==> config.mk <==
export PLATFORM = sky130hd
export DESIGN_NAME = cic_int_8_three
export DESIGN_NICKNAME = d
export VERILOG_FILES = /design/src/rtl/cic_int_8_three_pkg.sv /design/src/rtl/cic_int_8_three_stage.sv /design/src/rtl/cic_int_8_three.sv
export SDC_FILE = /design/constraint.sdc
export NUM_CORES = 1
export LEC_CHECK = 0
export CAP_MARGIN = 20
export CORE_MARGIN = 2
export CORE_UTILIZATION = 31
export DETAILED_ROUTE_END_ITERATION = 7
export GPL_ROUTABILITY_DRIVEN = 1
export PLACE_DENSITY = 0.61
export RECOVER_POWER = 25
export SYNTH_ARGS = -nofsm -noshare
export SYNTH_HDL_FRONTEND = slang
export SYNTH_SLANG_ARGS = --single-unit
==> constraint.sdc <==
create_clock -name clk -period 5 [get_ports clk]
set_input_delay 1.5 -clock clk [delete_from_list [all_inputs] [get_ports clk]]
set_output_delay 1.5 -clock clk [all_outputs]
set_load 0.02 [all_outputs]
==> src/rtl/cic_int_8_three_pkg.sv <==
// Shared CIC constants and types (used by both interpolator and decimator).
//   CIC_R      rate change factor
//   CIC_N      number of comb / integrator stages
//   IN_W       input sample width
//   C1_W..C3_W comb stage widths (one bit of growth per differentiator)
//   ACC_W      integrator width; modular wrap is exact since |y| <= 2^13
//   OUT_SHIFT  output scaling shift (divide by DC gain 64)
package cic_int_8_three_pkg;
  localparam int CIC_R     = 8;
  localparam int CIC_N     = 3;
  localparam int IN_W      = 8;
  localparam int C1_W      = 9;
  localparam int C2_W      = 10;
  localparam int C3_W      = 11;
  localparam int ACC_W     = 14;
  localparam int OUT_SHIFT = 6;
  localparam int OUT_W     = 8;
  localparam int PH_W      = 3;

  typedef enum logic {ST_IDLE, ST_RUN} cic_state_e;

  // Sign-extend the last comb output to integrator width.
  function automatic logic [ACC_W-1:0] sext_u(input logic [C3_W-1:0] v);
    return {{(ACC_W-C3_W){v[C3_W-1]}}, v};
  endfunction
endpackage

==> src/rtl/cic_int_8_three_stage.sv <==
// Enabled wrap-around accumulator, one CIC integrator stage.
//   clk, reset : clock, synchronous active-high reset (clears acc)
//   en         : accumulate this cycle
//   d          : addend
//   acc        : accumulator register
module cic_int_stage #(
  parameter int W = 14
) (
  input  logic         clk,
  input  logic         reset,
  input  logic         en,
  input  logic [W-1:0] d,
  output logic [W-1:0] acc
);
  always_ff @(posedge clk) begin
    if (reset)   acc <= '0;
    else if (en) acc <= acc + d;
  end
endmodule

==> src/rtl/cic_int_8_three.sv <==
// 3-stage CIC interpolator, R=8, M=1.
// Combs run at the input rate on each accepted sample; integrators run at
// the output rate on a zero-stuffed copy of the comb output. Between input
// samples the block parks in IDLE with integrators frozen, so input gaps
// only insert out_valid=0 cycles into the output stream.
//   clk, reset : clock, synchronous active-high reset
//   x_in       : signed input sample, in_valid/in_ready handshake
//   in_ready   : high in IDLE or on the last phase of the current sample
//   y_full     : full-precision integrator output (14b signed)
//   y_out      : y_full / 64 (truncated), 8b signed
//   out_valid  : one high-rate sample on y_full/y_out this cycle
module cic_int_8_three
  import cic_int_8_three_pkg::*;
(
  input  logic                    clk,
  input  logic                    reset,
  input  logic signed [IN_W-1:0]  x_in,
  input  logic                    in_valid,
  output logic                    in_ready,
  output logic signed [OUT_W-1:0] y_out,
  output logic signed [ACC_W-1:0] y_full,
  output logic                    out_valid
);
  localparam logic [PH_W-1:0] LAST_PH = PH_W'(CIC_R - 1);

  cic_state_e            state;
  logic [PH_W-1:0]       phase;
  logic                  accept, run;

  logic [IN_W-1:0]       x_prev;
  logic [C1_W-1:0]       w1, w1_prev;
  logic [C2_W-1:0]       w2, w2_prev;
  logic [C3_W-1:0]       w3, u_reg;

  // chain[0] is the stuffed integrator input, chain[k] is integrator k.
  logic [CIC_N:0][ACC_W-1:0] chain;
  logic [ACC_W-1:0]          y_next;

  assign run      = (state == ST_RUN);
  assign in_ready = reset || (state == ST_IDLE) || (phase == LAST_PH);
  assign accept   = in_valid && in_ready;

  // Comb section, each stage grows one bit.
  assign w1 = {x_in[IN_W-1], x_in}    - {x_prev[IN_W-1], x_prev};
  assign w2 = {w1[C1_W-1], w1}        - {w1_prev[C1_W-1], w1_prev};
  assign w3 = {w2[C2_W-1], w2}        - {w2_prev[C2_W-1], w2_prev};

  // Zero-stuffing: the comb output is injected only on phase 0.
  assign chain[0] = (phase == '0) ? sext_u(u_reg) : '0;

  for (genvar g = 0; g < CIC_N; g++) begin : g_int
    cic_int_stage #(.W(ACC_W)) u_stage (
      .clk   (clk),
      .reset (reset),
      .en    (run),
      .d     (chain[g]),
      .acc   (chain[g+1])
    );
  end

  // Value the last integrator takes at this edge.
  assign y_next = chain[CIC_N] + chain[CIC_N-1];

  always_ff @(posedge clk) begin
    if (reset) begin
      state     <= ST_IDLE;
      phase     <= '0;
      x_prev    <= '0;
      w1_prev   <= '0;
      w2_prev   <= '0;
      u_reg     <= '0;
      y_full    <= '0;
      y_out     <= '0;
      out_valid <= 1'b0;
    end else begin
      if (accept) begin
        x_prev  <= x_in;
        w1_prev <= w1;
        w2_prev <= w2;
        u_reg   <= w3;
      end
      out_valid <= run;
      if (run) begin
        y_full <= y_next;
        y_out  <= y_next[OUT_SHIFT +: OUT_W];
      end
      case (state)
        ST_IDLE: begin
          phase <= '0;
          if (accept) state <= ST_RUN;
        end
        ST_RUN: begin
          if (phase == LAST_PH) begin
            phase <= '0;
            if (!accept) state <= ST_IDLE;
          end else begin
            phase <= phase + 1'b1;
          end
        end
        default: state <= ST_IDLE;
      endcase
    end
  end
endmodule
* Word-level counts from Yosys, hierarchy flattened *
Index checks and enable logic that the tools add are counted.

storage, ports and cells
  register bits after elaboration = 93
  bits of input ports = 11
  output and inout port bits = 24
  logic and storage cells = 30

cells by class
  $add $sub $neg = 7
  equality and inequality tests = 1
  muxes and demuxes = 6
  bitwise gates (word level) = 1
  reduce and logical (&&, ||, !) cells = 4

operators with widths
  cell                                          number
  adder 14 bit                                  3
  2-to-1 mux 14 bit                             1
  subtractor 10 x 10 -> 11 bit                  1
  subtractor 9 x 9 -> 10 bit                    1
  subtractor 8 x 8 -> 9 bit                     1
  one-hot mux 3 bit (2 select lines)            1
  adder 3 x 1 -> 3 bit (second input constant)  1
  equality test 3 bit (second input constant)   1
  zero test 3 bit                               1
  2-to-1 mux 3 bit                              1
  logical OR 1 bit                              2
  2-to-1 mux 1 bit                              2
  one-hot mux 1 bit (2 select lines)            1
  logical AND 1 bit                             1
  NOT 1 bit                                     1

* Logic depth before layout (Yosys ltp) *
Gate-level depths: netlist of the first run.

  depth in word-level cells = 7
  gate-level depth with buffers = 20
  gate-level depth less buffers = 20

* Cells and area by module *
A second synthesis of the first run with hierarchy kept.

unflattened totals
  cell total of the unflattened synthesis = 914
  area total of the unflattened synthesis = 7464.7 um2

modules (own cells, without submodules)
  module                                instances  cells an instance  area each (um2)  sequential area each (um2)
  cic_int_8_three                       1          503                4077.7           1141.1
  cic_int_stage (g_int[0].u_stage ...)  2          131                1109.8           280.3
  cic_int_stage (g_int[2].u_stage)      1          149                1167.4           280.3

* Worst setup path after synthesis of the first run *
OpenSTA, ideal clock, no wires.

  path kind = input -> register
  start point = input port x_in[0]
  end point = register u_reg[8]
  library setup time = 0.122 ns
  arrival time = 4.815 ns
  data required time = 4.878 ns
  slack = 0.063 ns
  stages = 18
  path buffers = 0
  path through = inv_1 ha_1 inv_1 fa_1 a21o_1 a21oi_1 nand2b_1 a21oi_1 xor2_1 ha_1 nor3_1 and4_1 nor3_1 xor2_1 ha_1 o41a_1 nor4b_1 a311o_1

on the way
  word-level cells in the longest chain between the ends = 3

RTL lines
  element                       line                   text
  from (decl)                   cic_int_8_three.sv:17  input logic signed [IN_W-1:0] x_in,
  subtractor 8 x 8 -> 9 bit     cic_int_8_three.sv:44  assign w1 = {x_in[IN_W-1], x_in} - {x_prev[IN_W-1], x_prev};
  via w1[6]                     cic_int_8_three.sv:31  logic [C1_W-1:0] w1, w1_prev;
  subtractor 9 x 9 -> 10 bit    cic_int_8_three.sv:45  assign w2 = {w1[C1_W-1], w1} - {w1_prev[C1_W-1], w1_prev};
  via w2[7]                     cic_int_8_three.sv:32  logic [C2_W-1:0] w2, w2_prev;
  subtractor 10 x 10 -> 11 bit  cic_int_8_three.sv:46  assign w3 = {w2[C2_W-1], w2} - {w2_prev[C2_W-1], w2_prev};
  to (signal assigned)          cic_int_8_three.sv:80  u_reg <= w3;
  to (decl)                     cic_int_8_three.sv:33  logic [C3_W-1:0] w3, u_reg;

The timed path passes the listed nets, and every way through them passes these cells.
A chain may end at the register's enable or synchronous reset.

* Final worst setup path of the first run *
Ends and elaborated chain as after synthesis.

==> impl_metrics.env, run 1 <==
export IMPL_fmax_mhz=208
export IMPL_path_class="in -> reg"
export IMPL_cts_tree="yes"
export IMPL_fin_crit_sh_pct=96.4
export IMPL_r2r_slack_ns=1.19
export IMPL_clk_latency_ns=0.34
export IMPL_drv_slew=0
export IMPL_synth_area_um2=6180
export IMPL_clock_sinks=85
export IMPL_vias_per_cell=4.82
export IMPL_h_tree_depth=3
export IMPL_grt_pass1_wl_um=22300
export IMPL_power_frac_comb_pct=48.8
export IMPL_hold_violations=0
export IMPL_drt_antenna_violating_nets=0
export IMPL_post_route_drc_count=0
export IMPL_pwr_share_seq_pct=28.3
export IMPL_ios=35
export IMPL_dr_total_vias=5274
export IMPL_routed_wl_um=12600
export IMPL_drive_gt1_share_pct=12.5
export IMPL_rows=51
export IMPL_antenna_found_initial=0
export IMPL_synth_area_per_cell_um2=8.00
export IMPL_async_flop_share_pct=0
export IMPL_largest_reg_flops=28
export IMPL_p_int_mw=1.91
export IMPL_die_area_um2=21100
export IMPL_hold_worst_slack_ns=0.446
export IMPL_hold_path_endpoint="u_reg[5]$_SDFFE_PP0P_"
export IMPL_dr_pass1_iters=6
export IMPL_portBuffers=34
export IMPL_fin_crit_ns=4.82
export IMPL_numCtsBuffers=9
export IMPL_post_drt_wl_per_cell_um=11.5
export IMPL_reg2reg_depth=18
export IMPL_path_max_fanout=4
export IMPL_drtIter0Drc=185
export IMPL_reg2reg_to="u_reg[8]$_SDFFE_PP0P_"
export IMPL_clock_root_buffer="clkbuf_16"
export IMPL_setup_viol=0
export IMPL_synthToLayoutAreaGrowth_pct=20.1
export IMPL_nets=911
export IMPL_track_usage_pct=12.4
export IMPL_place_gp_congestion=0.821
export IMPL_cp_end_kind="register"
export IMPL_switchingPower_mw=0.991
export IMPL_cp_data_required_time_ns=5.23
export IMPL_seq_area_frac_synth_pct=27.5
export IMPL_yosys_most_used_dff="dfxtp_1"
export IMPL_synth_edff_count=0
export IMPL_clk_path_buf_depth=2
export IMPL_min_path_type="reg -> reg"
export IMPL_powerDensity_nw_per_um2=391
export IMPL_r2r_start="x_prev[0]$_SDFFE_PP0P_"
export IMPL_start_kind="input pin"
export IMPL_yosysWarnings=0
export IMPL_grt_max_degree=86
export IMPL_path_cells="dlymetal6s2s_1 -> inv_1 -> ha_2 -> inv_1 -> fa_2 -> a21o_1 -> a21oi_2 -> nand2b_4 -> a21oi_1 -> xor2_1 -> ha_2 -> nor3_2 -> and4_1 -> nor3_2 -> buf_4 -> xor2_2 -> ha_4 -> o41a_1 -> nor4b_1 -> a311o_1"
export IMPL_clock_power_share_pct=22.9
export IMPL_status="finished clean"
export IMPL_synthesis_nets=859
export IMPL_relSlewSlack_pct=39.6
export IMPL_dieWidth_um=145
export IMPL_clk_pin_slew_ns=0.06
export IMPL_core_area_um2=19500
export IMPL_min_delay_start="u_reg[5]$_SDFFE_PP0P_"
export IMPL_cpPeakStageDelay_ns=0.41
export IMPL_ir_drop_uv=189
export IMPL_synthCells=773
export IMPL_swShare_pct=34.2
export IMPL_hold_depth=2
export IMPL_fill_cells=2062
export IMPL_drv_cap=0
export IMPL_arrival_ns=5.05
export IMPL_stdcell_count=1095
export IMPL_diodes=0
export IMPL_placed_cells=1073
export IMPL_start_util_pct=31.7
export IMPL_p_leak_nw=3.08
export IMPL_ys_ff_latch=85
export IMPL_finClkSkew_ns=0.00904
export IMPL_tightest_slew_ns=0.906
export IMPL_grt_overflow=0
export IMPL_hpwl_um=9060
export IMPL_grt_pass1_vias=5038
export IMPL_ys_types=64
export IMPL_die_h_um=145
export IMPL_cp_slowest_cell="o41a_1"
power by group through the flow:
stage / Sequential (mW) / Clock [mW] / Combinational [mW]
2_1_floorplan: 0.820 / 0 / 0.884
3_3_place_gp: 0.833 / 0 / 1.28
3_5_place_dp: 0.836 / 0 / 1.30
4_1_cts: 0.821 / 0.693 / 1.35
5_1_grt: 0.834 / 0.720 / 1.60
6_report: 0.821 / 0.665 / 1.42
placed cells by master (no fill, tap or decap), drive strengths merged, types with 5 or more instances in the layout:
cell type	n
and3	6
a31oi	6
nor3	24
clkdlybuf4s50	31
nand3b	7
xnor2	19
o2111ai	5
a21oi	62
xor2	12
nand2b	5
and2	18
inv	52
nor2	67
ha	69
o21ai	39
nor2b	14
fa	6
a311o	5
nand2	80
buf	58
o21a	20
clkbuf	11
or3	7
dfxtp	85
nand3	15
a211oi	16
mux2i	12
a21o	16
synthesized netlist by cell type (all sizes together) (5+ instances only):
cell type	instances	area (um2)
fa	6	120
o21a	20	150
a311o	5	50.1
nand3	15	75.1
a211oi	16	125
nand3b	7	52.6
xnor2	19	166
a21o	16	120
nor2b	14	87.6
and3	6	37.5
a21oi	62	314
nand2	80	300
dfxtp	85	1700
a31oi	6	37.5
mux2i	12	120
nand2b	5	31.3
xor2	12	105
clkbuf	22	82.6
o2111ai	5	43.8
ha	69	863
buf	29	196
nor3	24	120
o21ai	39	195
inv	52	195
nor2	67	251
or3	7	50.1
and2	18	113
layout make-up:
type	count	area, um2	area share [%]
sequential	85	1700	22.9
tap	265	332	4.47
multi-input combinational	584	4130	55.6
inverter	53	199	2.68
clock buffer	10	229	3.08
clock inverter	6	63.8	0.860
timing repair buffer	92	772	10.4
per-layer routing:
| layer | vias up | part of all wire [%] | routed length [um] | GRT usage, % |
|---|---|---|---|---|
| met3 | 13 | 2.7 | 341 | 2.48 |
| met4 | 0 | 1.3 | 160 | 3.82 |
| li1 | 2819 | - | - | - |
| met5 | - | 0 | 0 | 0 |
| met2 | 55 | 50 | 6270 | 22.9 |
| met1 | 2387 | 46 | 5790 | 14.3 |
critical path: cells and delay by family:
family	cells	cell delay [ns]
AND/OR/NAND/NOR	5	0.73
adder cells (fa/ha/maj)	4	0.90
AO/OA/AOI/OAI	5	1.19
buffers and inverters	4	0.38
XOR/XNOR	2	0.35
cells by family (layout without fill, tap and decap cells):
| kind of cell | count (synthesis) | after routing | synth area share (%) |
|---|---|---|---|
| AND/OR/NAND/NOR | 260 | 260 | 20.3 |
| XOR/XNOR | 31 | 31 | 4.39 |
| flip-flops | 85 | 85 | 27.5 |
| AO/OA/AOI/OAI | 205 | 205 | 21.9 |
| buffers and inverters | 104 | 161 | 7.73 |
| multiplexers | 13 | 13 | 2.19 |
| adder cells (fa/ha/maj) | 75 | 75 | 15.9 |
timing repair:
item	in CTS	in global routing
setup endpoints to repair	4	5
gates cloned	0	0
setup buffers	2	4
resized for setup	11	15
hold buffers	0	0
pin swaps	10	17
worst max-delay path by stage:
| stage | from | to | slack, ns |
|---|---|---|---|
| final | x_in[0] | u_reg[8]$_SDFFE_PP0P_ | 0.18 |
| after global routing | x_in[0] | u_reg[8]$_SDFFE_PP0P_ | -0.03 |
| after CTS | x_in[0] | u_reg[9]$_SDFFE_PP0P_ | -0.007 |
| after detailed placement | x_in[0] | u_reg[9]$_SDFFE_PP0P_ | -0.54 |
| after global placement | x_in[0] | u_reg[9]$_SDFFE_PP0P_ | -0.50 |
| after floorplan | x_in[0] | u_reg[8]$_SDFFE_PP0P_ | 0.06 |
per-stage QoR:
step / setup slack [ns] / TNS, ns / instance area (um2) / util, % / total power, mW
after floorplan: 0.0625 / 0 / 6180 / - / 1.70
after global placement: -0.505 / -1.96 / 6960 / 35.6 / 2.11
after detailed placement: -0.537 / -2.20 / 6960 / 35.6 / 2.14
after CTS: -0.00716 / -0.00716 / 7320 / 37.5 / 2.86
after global routing: -0.0334 / -0.0334 / 7420 / 38.0 / 3.15
final: 0.181 / 0 / 7420 / 38.0 / 2.90
Power figures use the tool's default switching activity.
==> inputs of run 2 (changes only) <==
- PLACE_DENSITY: 0.61 -> 0.54
==> run 2 against run 1 <==
  * Critical endpoint unchanged
  * Maximum frequency is 1.7% higher
  * Routed wire length is 4.7% higher
  * Die area stayed put
  * Worst hold slack worse by 0.0065 ns
  * Global-route usage is 0.20 points higher
  * Final area is 1.7% higher
  * Power is 2.3% higher
  * Clock skew is 0.0012 ns higher
  * Critical path type unchanged
  * Worst setup slack better by 0.079 ns
==> impl_metrics.env, run 2 (synthesis results as in run 1) <==
export IMPL_core_area_um2=19500
export IMPL_dr_pass1_iters=4
export IMPL_ios=35
export IMPL_fin_crit_ns=4.74
export IMPL_rows=51
export IMPL_start_kind="input pin"
export IMPL_final_cell_mix="dfxtp_1, nand2_1, nor2_1"
export IMPL_start_util_pct=31.7
export IMPL_ir_drop_uv=221
export IMPL_clk_latency_ns=0.35
export IMPL_final_common_cell="dfxtp_1"
export IMPL_cp_slowest_cell="o41a_1"
export IMPL_powerDensity_nw_per_um2=393
export IMPL_vias_per_cell=4.75
export IMPL_die_area_um2=21100
export IMPL_clk_pin_slew_ns=0.06
export IMPL_setup_viol=0
export IMPL_placed_cells=1075
export IMPL_grt_pass1_wl_um=22500
export IMPL_fin_ws_ns=0.260
export IMPL_cts_tree="yes"
export IMPL_dr_total_vias=5221
export IMPL_hold_violations=0
export IMPL_path_cells="clkbuf_2 -> inv_1 -> ha_2 -> inv_2 -> fa_2 -> a21o_1 -> a21oi_2 -> nand2b_4 -> a21oi_2 -> xor2_1 -> ha_2 -> nor3_2 -> and4_1 -> nor3_2 -> buf_4 -> xor2_4 -> ha_4 -> o41a_1 -> nor4b_1 -> a311o_1"
export IMPL_diodes=0
export IMPL_portBuffers=34
export IMPL_fmax_mhz=211
export IMPL_drtIter0Drc=131
export IMPL_path_max_fanout=4
export IMPL_nets=915
export IMPL_fill_cells=2052
export IMPL_grt_overflow=0
export IMPL_clk_path_buf_depth=2
export IMPL_routed_wl_um=13100
export IMPL_setup_tns_ns=0
export IMPL_clock_root_buffer="clkbuf_16"
export IMPL_detailedPlace_worstSlack_ns=-0.589
export IMPL_drv_cap=0
export IMPL_hold_worst_slack_ns=0.440
export IMPL_grt_use_met1_pct=14.7
export IMPL_post_route_drc_count=0
export IMPL_hpwl_um=9200
export IMPL_tightest_slew_ns=0.952
export IMPL_hold_buffers=0
export IMPL_stdcell_count=1099
export IMPL_status="finished clean"
export IMPL_top_usage_layer="met2"
export IMPL_drive_gt1_share_pct=14.7
export IMPL_post_drt_wl_per_cell_um=12.0
export IMPL_track_usage_pct=12.6
export IMPL_arrival_ns=4.97
export IMPL_cpPeakStageDelay_ns=0.41
export IMPL_fin_crit_sh_pct=94.8
export IMPL_clock_sinks=85
export IMPL_h_tree_depth=3
export IMPL_numCtsBuffers=9
export IMPL_die_h_um=145
export IMPL_relSlewSlack_pct=36.5
export IMPL_drt_antenna_violating_nets=0
export IMPL_met3_usage_pct=2.96
export IMPL_p_leak_nw=3.12
export IMPL_place_gp_congestion=0.803
export IMPL_grt_pass1_vias=5008
export IMPL_largest_reg_flops=28
export IMPL_cp_data_required_time_ns=5.23
export IMPL_finClkSkew_ns=0.0102
export IMPL_rsz0062_at_grt="false"
export IMPL_antenna_found_initial=0
export IMPL_path_class="in -> reg"
export IMPL_synthToLayoutAreaGrowth_pct=22.1
export IMPL_grt_max_degree=86
export IMPL_drv_slew=0
export IMPL_finish_utilization_pct=38.7
export IMPL_dieWidth_um=145
export IMPL_min_path_type="reg -> reg"
export IMPL_cp_end_kind="register"
export IMPL_use_met2_pct=23.5
-- run 2: cell count changes in the layout (fill, tap and decap cells not counted), sizes merged --
cell	delta
clkbuf	+3
clkdlybuf4s50	-2
buf	+3
dlygate4sd2	+1
clkinvlp	-1
-- run 2: critical path, delay by kind of cell --
kind                       cells  cell delay (ns)
adders and majority gates      4             0.90
xor gates and xnor gates       2             0.31
AOI/OAI and AO/OA              5             1.20
buffers and inverters          4             0.34
and+or+nand+nor                5             0.73
-- run 2: metrics by stage --
| step | total power [mW] | area [um2] |
|---|---|---|
| after floorplan | 1.70 | 6180 |
| after global placement | 2.13 | 6980 |
| after detailed placement | 2.14 | 6980 |
| after CTS | 2.90 | 7380 |
| after global routing | 3.23 | 7550 |
| final | 2.97 | 7550 |
-- run 2: repair_timing --
item                                    CTS  global route
endpoints found under the setup margin    4             4
pin swaps                                21            25
cloned                                    0             0
setup buffers                             5             3
gates resized for setup                  19            29
-- run 2: path summary, 6_finish.rpt --
path	cells past startpoint	endpoint	from	slack [ns]
max	20	u_reg[8]$_SDFFE_PP0P_	x_in[0]	0.26
min	1	phase[0]$_SDFF_PN0_	phase[0]$_SDFF_PN0_	0.44
max reg2reg	18	u_reg[8]$_SDFFE_PP0P_	x_prev[0]$_SDFFE_PP0P_	1.19
min reg2reg	1	phase[0]$_SDFF_PN0_	phase[0]$_SDFF_PN0_	0.44
-- run 2: layout make-up --
cell class | instances | area [um2] | share of cell area, %
sequential | 85 | 1700 | 22.5
inverter | 53 | 199 | 2.64
timing repair buffer | 96 | 795 | 10.5
tap | 265 | 332 | 4.39
multi-input combinational | 584 | 4220 | 55.9
clock inverter | 5 | 60.1 | 0.795
clock buffer | 11 | 243 | 3.22
-- run 2: power by group --
group          leakage [nW]  switching, mW  internal (mW)
registers             0.695         0.0557          0.764
clock network         0.146          0.286          0.402
logic                  2.28          0.680          0.780
total                  3.12           1.02           1.95
-- run 2: metal layers --
| layer | vias up | part of all wire [%] |
|---|---|---|
| met2 | 55 | 50 |
| met5 | - | 0 |
| li1 | 2837 | - |
| met4 | 0 | 0.75 |
| met1 | 2319 | 47 |
| met3 | 10 | 2.7 |
==> inputs of run 3 (changes only) <==
- MAX_ROUTING_LAYER: unset -> met4
==> run 3 against run 2 <==
  * Die area stayed put
  * Worst setup slack improved by 0.0044 ns
  * Sequential cell count unchanged
  * Largest cell class unchanged
  * Routed wire length about the same
  * Critical endpoint unchanged
  * Count of clock-buffer cells in the layout unchanged
  * Largest power group unchanged
  * Maximum frequency barely moved
==> impl_metrics.env, run 3 (synthesis results as in run 1) <==
export IMPL_rsz0062_at_grt="false"
export IMPL_hpwl_um=9200
export IMPL_relSlewSlack_pct=36.6
export IMPL_dr_total_vias=5225
export IMPL_diodes=0
export IMPL_post_route_drc_count=0
export IMPL_nets=915
export IMPL_ir_drop_uv=224
export IMPL_fin_crit_sh_pct=94.7
export IMPL_drt_antenna_violating_nets=0
export IMPL_synthToLayoutAreaGrowth_pct=22.1
export IMPL_fmax_mhz=211
export IMPL_grt_max_degree=86
export IMPL_path_max_fanout=4
export IMPL_detailedPlace_worstSlack_ns=-0.589
export IMPL_drtIter0Drc=132
export IMPL_swShare_pct=34.5
export IMPL_dr_pass1_iters=4
export IMPL_p_leak_nw=3.12
export IMPL_rows=51
export IMPL_cp_data_required_time_ns=5.23
export IMPL_die_area_um2=21100
export IMPL_switchingPower_mw=1.02
export IMPL_cpLargestDelayFamily="compound AO/OA/AOI/OAI gates"
export IMPL_min_path_type="reg -> reg"
export IMPL_p_int_mw=1.95
export IMPL_cpPeakStageDelay_ns=0.41
export IMPL_pwr_share_seq_pct=27.6
export IMPL_place_gp_congestion=0.815
export IMPL_status="finished clean"
export IMPL_path_cells="clkbuf_2 -> inv_1 -> ha_2 -> inv_2 -> fa_2 -> a21o_1 -> a21oi_2 -> nand2b_4 -> a21oi_2 -> xor2_1 -> ha_2 -> nor3_2 -> and4_1 -> nor3_2 -> buf_4 -> xor2_4 -> ha_4 -> o41a_1 -> nor4b_1 -> a311o_1"
export IMPL_cts_tree="yes"
export IMPL_track_usage_pct=13.0
export IMPL_cp_slowest_cell="o41a_1"
export IMPL_hold_buffers=0
export IMPL_grt_overflow=0
export IMPL_drv_cap=0
export IMPL_fill_cells=2052
export IMPL_portBuffers=34
export IMPL_critPathBufInv=4
export IMPL_antenna_found_initial=0
export IMPL_grt_pass1_wl_um=22500
export IMPL_routed_wl_um=13200
export IMPL_numCtsBuffers=9
export IMPL_arrival_ns=4.97
export IMPL_drive_gt1_share_pct=14.7
export IMPL_start_kind="input pin"
export IMPL_vias_per_cell=4.75
export IMPL_setup_viol=0
export IMPL_cp_end_kind="register"
export IMPL_ios=35
export IMPL_clock_root_buffer="clkbuf_16"
export IMPL_fin_crit_ns=4.74
export IMPL_clk_latency_ns=0.35
export IMPL_post_drt_wl_per_cell_um=12.0
export IMPL_grt_pass1_vias=5002
export IMPL_powerDensity_nw_per_um2=393
export IMPL_h_tree_depth=3
export IMPL_finClkSkew_ns=0.00981
export IMPL_path_class="in -> reg"
export IMPL_power_frac_comb_pct=49.2
export IMPL_largest_reg_flops=28
export IMPL_dieWidth_um=145
export IMPL_clock_sinks=85
export IMPL_core_area_um2=19500
export IMPL_hold_worst_slack_ns=0.442
export IMPL_final_common_cell="dfxtp_1"
export IMPL_hold_violations=0
export IMPL_clk_pin_slew_ns=0.06
export IMPL_drv_slew=0
export IMPL_clock_power_share_pct=23.3
export IMPL_final_cell_mix="dfxtp_1, nand2_1, nor2_1"
export IMPL_tightest_slew_ns=0.951
export IMPL_clk_path_buf_depth=2
export IMPL_start_util_pct=31.7
export IMPL_die_h_um=145
export IMPL_fin_ws_ns=0.265
-- run 3: path summary, 6_finish.rpt --
| path | start | to | slack (ns) | cells past startpoint |
|---|---|---|---|---|
| worst max-delay path | x_in[0] | u_reg[8]$_SDFFE_PP0P_ | 0.26 | 20 |
| worst min-delay path | phase[0]$_SDFF_PN0_ | phase[0]$_SDFF_PN0_ | 0.44 | 1 |
| worst max register to register | x_prev[0]$_SDFFE_PP0P_ | u_reg[8]$_SDFFE_PP0P_ | 1.19 | 18 |
| worst min register to register | phase[0]$_SDFF_PN0_ | phase[0]$_SDFF_PN0_ | 0.44 | 1 |
-- run 3: what timing repair did --
action,4_1_cts,5_1_grt
setup endpoints to repair,4,4
pin swaps,21,25
setup buffers,5,3
resized for setup,19,29
endpoints found under the hold margin,0,0
-- run 3: layout make-up --
type	count	area (um2)	share of cell area, %
multi-input combinational	584	4220	55.9
tap	265	332	4.39
sequential	85	1700	22.5
clock buffer	11	243	3.22
clock inverter	5	60.1	0.795
inverter	53	199	2.64
timing repair buffer	96	795	10.5
-- run 3: worst register-to-register path: cells and delay by family, from the launching register on --
family,cells,cell delay [ns]
AO/OA/AOI/OAI,5,1.20
AND/OR/NAND/NOR,5,0.73
XOR/XNOR,2,0.31
flip-flops,1,0.36
adder cells (fa/ha/maj),4,0.91
buffers and inverters,2,0.19
-- run 3: metrics by stage --
stage | cells | setup TNS [ns] | area [um2] | power (mW) | util (%)
after floorplan | 773 | 0 | 6180 | 1.70 | -
after global placement | 1075 | -2.02 | 6980 | 2.13 | 35.7
after detailed placement | 1075 | -2.31 | 6980 | 2.14 | 35.7
after CTS | 1096 | 0 | 7380 | 2.90 | 37.8
after global routing | 1099 | 0 | 7550 | 3.22 | 38.7
final | 1099 | 0 | 7550 | 2.97 | 38.7
-- run 3: metal layers --
metal,global-route usage [%],up-vias,wire length (um)
met5,-,-,0
met4,3.63,0,136
met3,2.30,11,317
met2,23.5,58,6550
met1,14.7,2319,6150
li1,-,2837,-
-- run 3: power by group through the flow --
stage	Sequential, mW	Clock [mW]	Combinational [mW]
3_3_place_gp	0.833	0	1.30
4_1_cts	0.820	0.717	1.36
2_1_floorplan	0.820	0	0.884
5_1_grt	0.833	0.742	1.65
3_5_place_dp	0.836	0	1.30
6_report	0.820	0.691	1.46
